--- src/rtl/demux1to3_stream.sv ---
// demux1to3_stream: registered 1-to-3 stream demultiplexer.
// One beat per cycle enters on a valid/ready input and is steered by in_sel
// (00=a, 01=b, 10=c) into a one-entry holding stage that drives the outputs.
// sel=11 is the unmapped code: by default the beat is accepted and dropped,
// and a saturating counter records how many were dropped.
// Optional feature macro: DEMUX_BCAST_EN -- when defined, sel=11 broadcasts
// the beat to all three outputs instead of dropping it.
module demux1to3_stream #(
  parameter int unsigned DATA_WIDTH = 8,
  parameter int unsigned CNT_WIDTH  = 8
) (
  input  logic                  clk,
  input  logic                  rst,
  input  logic                  in_valid,
  output logic                  in_ready,
  input  logic [DATA_WIDTH-1:0] in_data,
  input  logic [1:0]            in_sel,
  output logic                  a_valid,
  input  logic                  a_ready,
  output logic [DATA_WIDTH-1:0] a_data,
  output logic                  b_valid,
  input  logic                  b_ready,
  output logic [DATA_WIDTH-1:0] b_data,
  output logic                  c_valid,
  input  logic                  c_ready,
  output logic [DATA_WIDTH-1:0] c_data,
  output logic [CNT_WIDTH-1:0]  drop_cnt,
  output logic                  busy
);

  localparam logic [1:0] SEL_UNMAPPED = 2'b11;

  typedef enum logic {
    EMPTY = 1'b0,
    HOLD  = 1'b1
  } state_t;

  state_t                 state_q;
  logic [2:0]             pend_q;       // pending outputs, bit order {c,b,a}
  logic [DATA_WIDTH-1:0]  hold_data_q;
  logic [CNT_WIDTH-1:0]   drop_cnt_q;

  logic [2:0]             ready_vec;
  logic [2:0]             pend_left;
  logic [2:0]             pend_d;
  logic                   drain;
  logic                   accept;
  logic                   load;
  logic                   drop;

  // Handshake decode: which pending outputs survive this cycle, and whether a new beat may enter.
  // in_ready depends combinationally on the x_ready inputs so a draining stage can refill
  // in the same cycle and sustain one beat per clock.
  always_comb begin
    ready_vec = {c_ready, b_ready, a_ready};
    pend_left = pend_q & ~ready_vec;
    busy      = (state_q == HOLD);
    drain     = busy & (pend_left == '0);
    in_ready  = ~busy | drain;
    accept    = in_valid & in_ready;
    load      = 1'b0;
    drop      = 1'b0;
    pend_d    = pend_left;
    if (accept) begin
      if (in_sel != SEL_UNMAPPED) begin
        load = 1'b1;
        unique case (in_sel)
          2'b00:   pend_d = 3'b001;
          2'b01:   pend_d = 3'b010;
          default: pend_d = 3'b100;
        endcase
      end else begin
`ifdef DEMUX_BCAST_EN
        load   = 1'b1;
        pend_d = '1;
`else
        // Accepting implies the stage is empty or draining, so pend_left is already zero.
        drop   = 1'b1;
`endif
      end
    end
  end

  // Holding-stage FSM: EMPTY/HOLD tracks whether any output bit is pending; all outputs are registered.
  always_ff @(posedge clk or posedge rst) begin
    if (rst) begin
      state_q     <= EMPTY;
      pend_q      <= '0;
      hold_data_q <= '0;
      drop_cnt_q  <= '0;
    end else begin
      pend_q  <= pend_d;
      state_q <= (pend_d != '0) ? HOLD : EMPTY;
      if (load) begin
        hold_data_q <= in_data;
      end
      if (drop && (drop_cnt_q != '1)) begin
        drop_cnt_q <= drop_cnt_q + CNT_WIDTH'(1);
      end
    end
  end

  // Output mapping: every output shares the holding register; validity comes from its pending bit.
  always_comb begin
    a_valid  = pend_q[0];
    b_valid  = pend_q[1];
    c_valid  = pend_q[2];
    a_data   = hold_data_q;
    b_data   = hold_data_q;
    c_data   = hold_data_q;
    drop_cnt = drop_cnt_q;
  end

endmodule

--- config.mk ---
export PLATFORM = sky130hd
export DESIGN_NAME = demux1to3_stream
export DESIGN_NICKNAME = d
export VERILOG_FILES = /design/src/rtl/demux1to3_stream.sv
export SDC_FILE = /design/constraint.sdc
export NUM_CORES = 1
export LEC_CHECK = 0
export BUFFER_PORTS_ARGS = -buffer_cell sky130_fd_sc_hd__buf_2
export CORE_ASPECT_RATIO = 0.8
export CORE_MARGIN = 1
export CORE_UTILIZATION = 41
export DETAILED_ROUTE_END_ITERATION = 6
export PLACE_DENSITY_LB_ADDON = 0.1
export SLEW_MARGIN = 30
export SYNTH_ARGS = -nofsm -noshare
export SYNTH_HDL_FRONTEND = slang
export SYNTH_SLANG_ARGS = --single-unit
--- constraint.sdc ---
create_clock -name clk -period 1.4 [get_ports clk]
set_clock_uncertainty 0.05 [all_clocks]
set_input_delay 0.21 -clock clk [delete_from_list [all_inputs] [get_ports clk]]
set_output_delay 0.21 -clock clk [all_outputs]
set_load 0.05 [all_outputs]
==> flow_summary.json, run 1 <==
{
  "yosys-top-cells-area": "dfrtp_1, buf_4, mux2_2",
  "worst_pin_slew_ns": 0.318,
  "cp-startpoint": "pend_q[1]",
  "final_area_mm2": 0.00167,
  "worstPathRequired_ns": 1.55,
  "synth-seq-cells": 20,
  "htreeDepth": 1,
  "grtUsageMet2_pct": 25.3,
  "grt_first_pass_wirelength_um": 3660,
  "syn_nets": 108,
  "p_per_area_mw_per_mm2": 1860,
  "grtUsageMet3_pct": 5.61,
  "fillers": 196,
  "power.leakage_nw": 0.844,
  "final_max_slew_viol_count": 0,
  "yosysUniqueCellTypes": 29,
  "max_freq_ghz": 0.652,
  "grt_busiest_layer": "met2",
  "cts_max_path_buffers": 2,
  "clock-sinks": 20,
  "cts_root_buffer": "clkbuf_4",
  "final_cells": 185,
  "period_needed_ns": 1.53,
  "worstSetupPathType": "register to register",
  "first_pass_iters": 3,
  "diodes": 0,
  "synth_top_area_share_pct": 45.1,
  "port_buffers": 52,
  "cp_max_fo": 5,
  "grt_max_degree": 21,
  "dp_hpwl_um": 1640,
  "antenna_found_initial": 0,
  "nets": 167,
  "hold_viol": 0,
  "synth-async-reset-ratio_pct": 100,
  "fin_setup_tns_ns": -1.37,
  "utilization_pct": 66.6,
  "fin_hold_ws_ns": 0.0777,
  "via_count": 829,
  "finalCritPeriodShare_pct": 110,
  "yosysSeqAreaShare_pct": 45.1,
  "place_area_mm2": 0.00148,
  "cts_buffers": 3,
  "cts_tree": "built",
  "fp-row-count": 16,
  "synthTopCellsByCount": "dfrtp_1, buf_4, mux2_2",
  "synth_edf_count": 0,
  "grt_pass1_vias": 750,
  "r2r_slack_ns": -0.13,
  "critPathLaunchType": "register",
  "die_area_mm2": 0.00292,
  "grt_overflow": 0,
  "post-route-drc-count": 0,
  "crit_arrival_ns": 1.69,
  "finalSetupViolCount": 18,
  "met1_usage_pct": 23.0,
  "dp.cells": 174,
  "slew_headroom_pct": 78.7,
  "drive_gt1_share_pct": 79.9,
  "clock_latency_ns": 0.30,
  "drt-total-wl_um": 2310,
  "maxCapViolCount": 0,
  "ys_warn_count": 0,
  "status": "finished with violations",
  "synth.most_common_cell": "dfrtp_1",
  "r2r_start": "pend_q[1]",
  "start_util_pct": 44.3,
  "irDropWorstVdd_mv": 1.18,
  "syn2layout_area_growth_pct": 50.1,
  "path_clk_slew_ns": 0.11,
  "die_x_um": 60.2,
  "core_mm2": 0.00250,
  "place.gp.congestion": 0.760,
  "ioPinCount": 53,
  "synth_top_area_cell": "dfrtp_1",
  "grt_usage_pct": 16.7,
  "violations": "negative setup slack",
  "rsz0062_at_grt": "yes",
  "min-delay-start": "in_data[6]",
  "netlist_area_mm2": 0.00111,
  "die_h_um": 48.5,
  "postRouteAntennaNets": 0,
  "synthFlopType": "dfrtp_1",
  "vias_per_cell": 4.48,
  "end_kind": "register",
  "syn_avg_cell_area_um2": 12.2,
  "drt_iter0_drc": 10,
  "pre_cts_slack_ns": -0.0887,
  "power_mw": 3.10,
  "hp-class": "input pin to register",
  "worst_slack_ns": -0.133,
  "synthCells": 91,
  "routedWlPerCell_um": 12.5
}
==> layout by cell type (no fill, tap or decap), types with 2 or more instances in the layout <==
master,n
buf_12,2
buf_6,4
clkbuf_4,3
nor2_4,2
nand2b_4,3
buf_4,15
buf_2,49
xor2_1,5
nor3_4,5
dfrtp_1,8
dfrtp_2,12
mux2_4,11
nand2_1,5
==> critical path: stages, from the launching register on <==
cell      delay, ns
dfrtp_2        0.44
nand2b_4       0.09
a41oi_4        0.18
buf_12         0.19
nor3_4         0.15
mux2_4         0.32
==> metal layers <==
metal  vias to the layer above  share of wire, %
li1                        411                 -
met2                        29                48
met3                         0               5.0
met4                         0                 0
met1                       389                47
met5                         -                 0
==> flip-flops by register name, indices dropped and copies added, names as in the netlist <==
signal,cells
busy,1
pend_q,3
a_data,8
drop_cnt,8
==> layout make-up <==
cell class | instances | area, um2 | share of cell area [%]
sequential | 20 | 515 | 31.0
tap | 36 | 45.0 | 2.70
multi-input combinational | 52 | 597 | 35.8
inverter | 1 | 3.75 | 0.225
timing repair buffer | 72 | 478 | 28.7
clock buffer | 4 | 26.3 | 1.58
==> kinds of logic (layout without fill, tap and decap cells) <==
family	count (synthesis)	count (layout)	synth area share (%)
AOI/OAI and AO/OA	5	5	3.61
xor gates and xnor gates	5	5	3.95
adders and majority gates	1	1	1.13
buffers and inverters	19	77	12.9
DFF	20	20	45.1
muxes	11	11	12.2
and+or+nand+nor	30	30	21.2
==> where the power goes <==
part           internal (mW)  switching (mW)
Combinational          0.621            1.31
Clock                  0.111           0.170
Sequential             0.734           0.155
==> path summary, 6_finish.rpt <==
| kind | end | cells after the start |
|---|---|---|
| worst max register to register | drop_cnt[1] | 5 |
| worst min-delay path | a_data[6] | 2 |
| worst min register to register | drop_cnt[5] | 1 |
| max in group asynchronous | drop_cnt[6] | 4 |
| min in group asynchronous | pend_q[1] | 4 |
| worst max-delay path | drop_cnt[1] | 5 |
==> repair_timing <==
| action | CTS | global route |
|---|---|---|
| hold endpoints to repair | 20 | 0 |
| gates cloned | 0 | 1 |
| pin swaps | 4 | 7 |
| setup buffers | 1 | 4 |
| hold buffers | 1 | 0 |
| resized for setup | 11 | 13 |
| setup endpoints to repair | 16 | 22 |
(Power assumes the default switching activity.)
==> run 2: changes to the inputs <==
ABC_AREA = 1   (was default)
CORE_UTILIZATION = 42   (was 41)
==> flow_summary.json, run 2 <==
{
  "grt_overflow": 0,
  "rsz0062_at_grt": "yes",
  "power.leakage_nw": 0.940,
  "pre_cts_slack_ns": 0.0601,
  "synth-xor-area-share_pct": 3.72,
  "slew_headroom_pct": 74.1,
  "synth-async-reset-ratio_pct": 100,
  "synth-seq-cells": 20,
  "drt-total-wl_um": 2620,
  "synth_edf_count": 0,
  "place.gp.congestion": 0.791,
  "finalCritPeriodShare_pct": 101,
  "antenna_found_initial": 0,
  "path_clk_slew_ns": 0.11,
  "cts_root_buffer": "clkbuf_4",
  "die_x_um": 61.2,
  "synth_top_area_cell": "dfrtp_1",
  "final_cell_mix": "buf_2, nand2_1, inv_1",
  "synthMuxAreaShare_pct": 0,
  "drt_iter0_drc": 23,
  "core_mm2": 0.00254,
  "grt_pass1_vias": 987,
  "die_area_mm2": 0.00302,
  "fillers": 224,
  "switchingPower_mw": 1.95,
  "slowest_stage": "dfrtp_2",
  "cts_max_path_buffers": 2,
  "irDropWorstVdd_mv": 1.30,
  "dp_hpwl_um": 1870,
  "synth.most_common_cell": "nand2_1",
  "cts_buffers": 3,
  "netlist_area_mm2": 0.00118,
  "p_comb_share_pct": 62.8,
  "fp-row-count": 16,
  "crit_arrival_ns": 1.15,
  "status": "finished with violations",
  "final_max_slew_viol_count": 0,
  "max_freq_ghz": 0.710,
  "end_kind": "output pin",
  "yosysSeqAreaShare_pct": 42.5,
  "die_h_um": 49.4,
  "hold_viol": 0,
  "period_needed_ns": 1.41,
  "syn2layout_area_growth_pct": 43.5,
  "violations": "negative setup slack",
  "synth_top_area_share_pct": 42.5,
  "path_cells": "nand2_4, nand3_4, nand2_8, buf_8",
  "p_int_mw": 1.46,
  "synthFlopType": "dfrtp_1",
  "diodes": 0,
  "final_common_cell": "buf_2",
  "swShare_pct": 57.1,
  "port_buffers": 52,
  "worstPathRequired_ns": 1.14,
  "power_mw": 3.41,
  "synthTopCellsByCount": "nand2_1, dfrtp_1, buf_4",
  "htreeDepth": 1,
  "yosys-top-cells-area": "dfrtp_1, nand2_1, buf_4",
  "ioPinCount": 53,
  "synth_compound_area_share_pct": 3.93,
  "cp_max_fo": 3,
  "grt_first_pass_wirelength_um": 4280,
  "grt_usage_pct": 19.3,
  "clock_latency_ns": 0.31,
  "cpPeakStageDelay_ns": 0.44,
  "vias_per_cell": 4.64,
  "maxCapViolCount": 0,
  "synth_fa_ha_area_share_pct": 1.06,
  "clock-sinks": 20,
  "p_per_area_mw_per_mm2": 2020,
  "cts_tree": "built",
  "post-route-drc-count": 0,
  "syn_avg_cell_area_um2": 7.96,
  "clkPwrFrac_pct": 9.8,
  "worst_pin_slew_ns": 0.388,
  "yosysUniqueCellTypes": 19,
  "critPathLaunchType": "register",
  "synth-simple-area-share_pct": 33.2,
  "finalSetupViolCount": 1,
  "ys_warn_count": 0,
  "worst_slack_ns": -0.00800,
  "postRouteAntennaNets": 0,
  "drive_gt1_share_pct": 53.2,
  "synth_top_family_by_area": "simple AND/OR/NAND/NOR gates",
  "seqPwrFrac_pct": 27.4,
  "via_count": 1109,
  "routedWlPerCell_um": 10.9,
  "grt_max_degree": 13,
  "first_pass_iters": 4,
  "nets": 221,
  "syn_nets": 165,
  "start_util_pct": 46.3,
  "hp-class": "input pin to register",
  "utilization_pct": 66.4,
  "worstSetupPathType": "register to output pin",
  "synthCells": 148
}
## run 2: cell count changes after synthesis, sizes merged, moves of 2 or more
cell | before | now
nand3 | 2 | 15
nand2 | 6 | 54
mux2 | 11 | 0
nor3 | 6 | 0
and2 | 2 | 0
o21ai | 1 | 8
nor2 | 3 | 11
inv | 1 | 14
nand4 | 3 | 1
nand2b | 4 | 0
## run 2: logic make-up (layout without fill, tap and decap cells)
logic type	after synthesis	after routing
fa+ha+maj	1	1
compound gates	9	9
simple gates	82	83
xor+xnor	5	5
buf+inv	31	85
flops	20	20
## run 2: worst paths after layout
kind	from	end	slack [ns]	cells past startpoint
min reg2reg	a_data[4]	a_data[4]	0.47	2
max reg2reg	pend_q[1]	drop_cnt[4]	0.01	9
min in group asynchronous	rst	a_data[3]	0.36	3
min	in_data[6]	a_data[6]	0.04	3
max in group asynchronous	rst	drop_cnt[6]	0.44	4
max	pend_q[1]	in_ready	-0.008	4
## run 2: layer usage
layer,global-route usage (%),up-vias,share of wire [%]
li1,-,563,-
met1,23.1,505,42
met2,32.1,34,49
met3,5.57,7,5.9
met4,6.82,0,2.2
met5,0,-,0
## run 2: worst max-delay path: cells and delay by family, from the launching register on
kind / cells / cell delay (ns)
flops: 1 / 0.44
simple gates: 3 / 0.26
buf+inv: 1 / 0.14
## run 2: power by group through the flow
stage	clock network [mW]	logic, mW	registers [mW]
floorplan	0	1.16	1.49
global placement	0	1.92	0.923
detailed placement	0	1.93	0.939
CTS	0.346	2.02	0.931
global route	0.372	2.26	0.968
finish	0.335	2.14	0.934
## run 2: layout make-up
cell class              count  area, um2  area share (%)
clock buffers               4       36.3            2.15
repair buffers             67        418            24.7
inverters                  14       52.6            3.11
flip-flops and latches     20        514            30.4
multi-input cells          98        623            36.9
well taps                  36       45.0            2.67
## run 2: what timing repair did
action                     in CTS  in global routing
hold buffers                    1                  0
pin swaps                       1                 22
setup endpoints to repair       1                 17
gates resized for setup         6                 14
buffers inserted                1                 12
hold endpoints to repair        9                  0
cloned                          0                  1
## run 2: per-stage QoR
step	TNS, ns	cell area, um2	std cells	hold slack, ns
after detailed placement	0	1420	220	0.155
after global routing	-0.495	1690	239	0.0457
final	-0.00800	1690	239	0.0385
after global placement	0	1420	220	0.149
after CTS	-0.0396	1510	226	0.0410
after floorplan	-0.420	1240	148	0.123
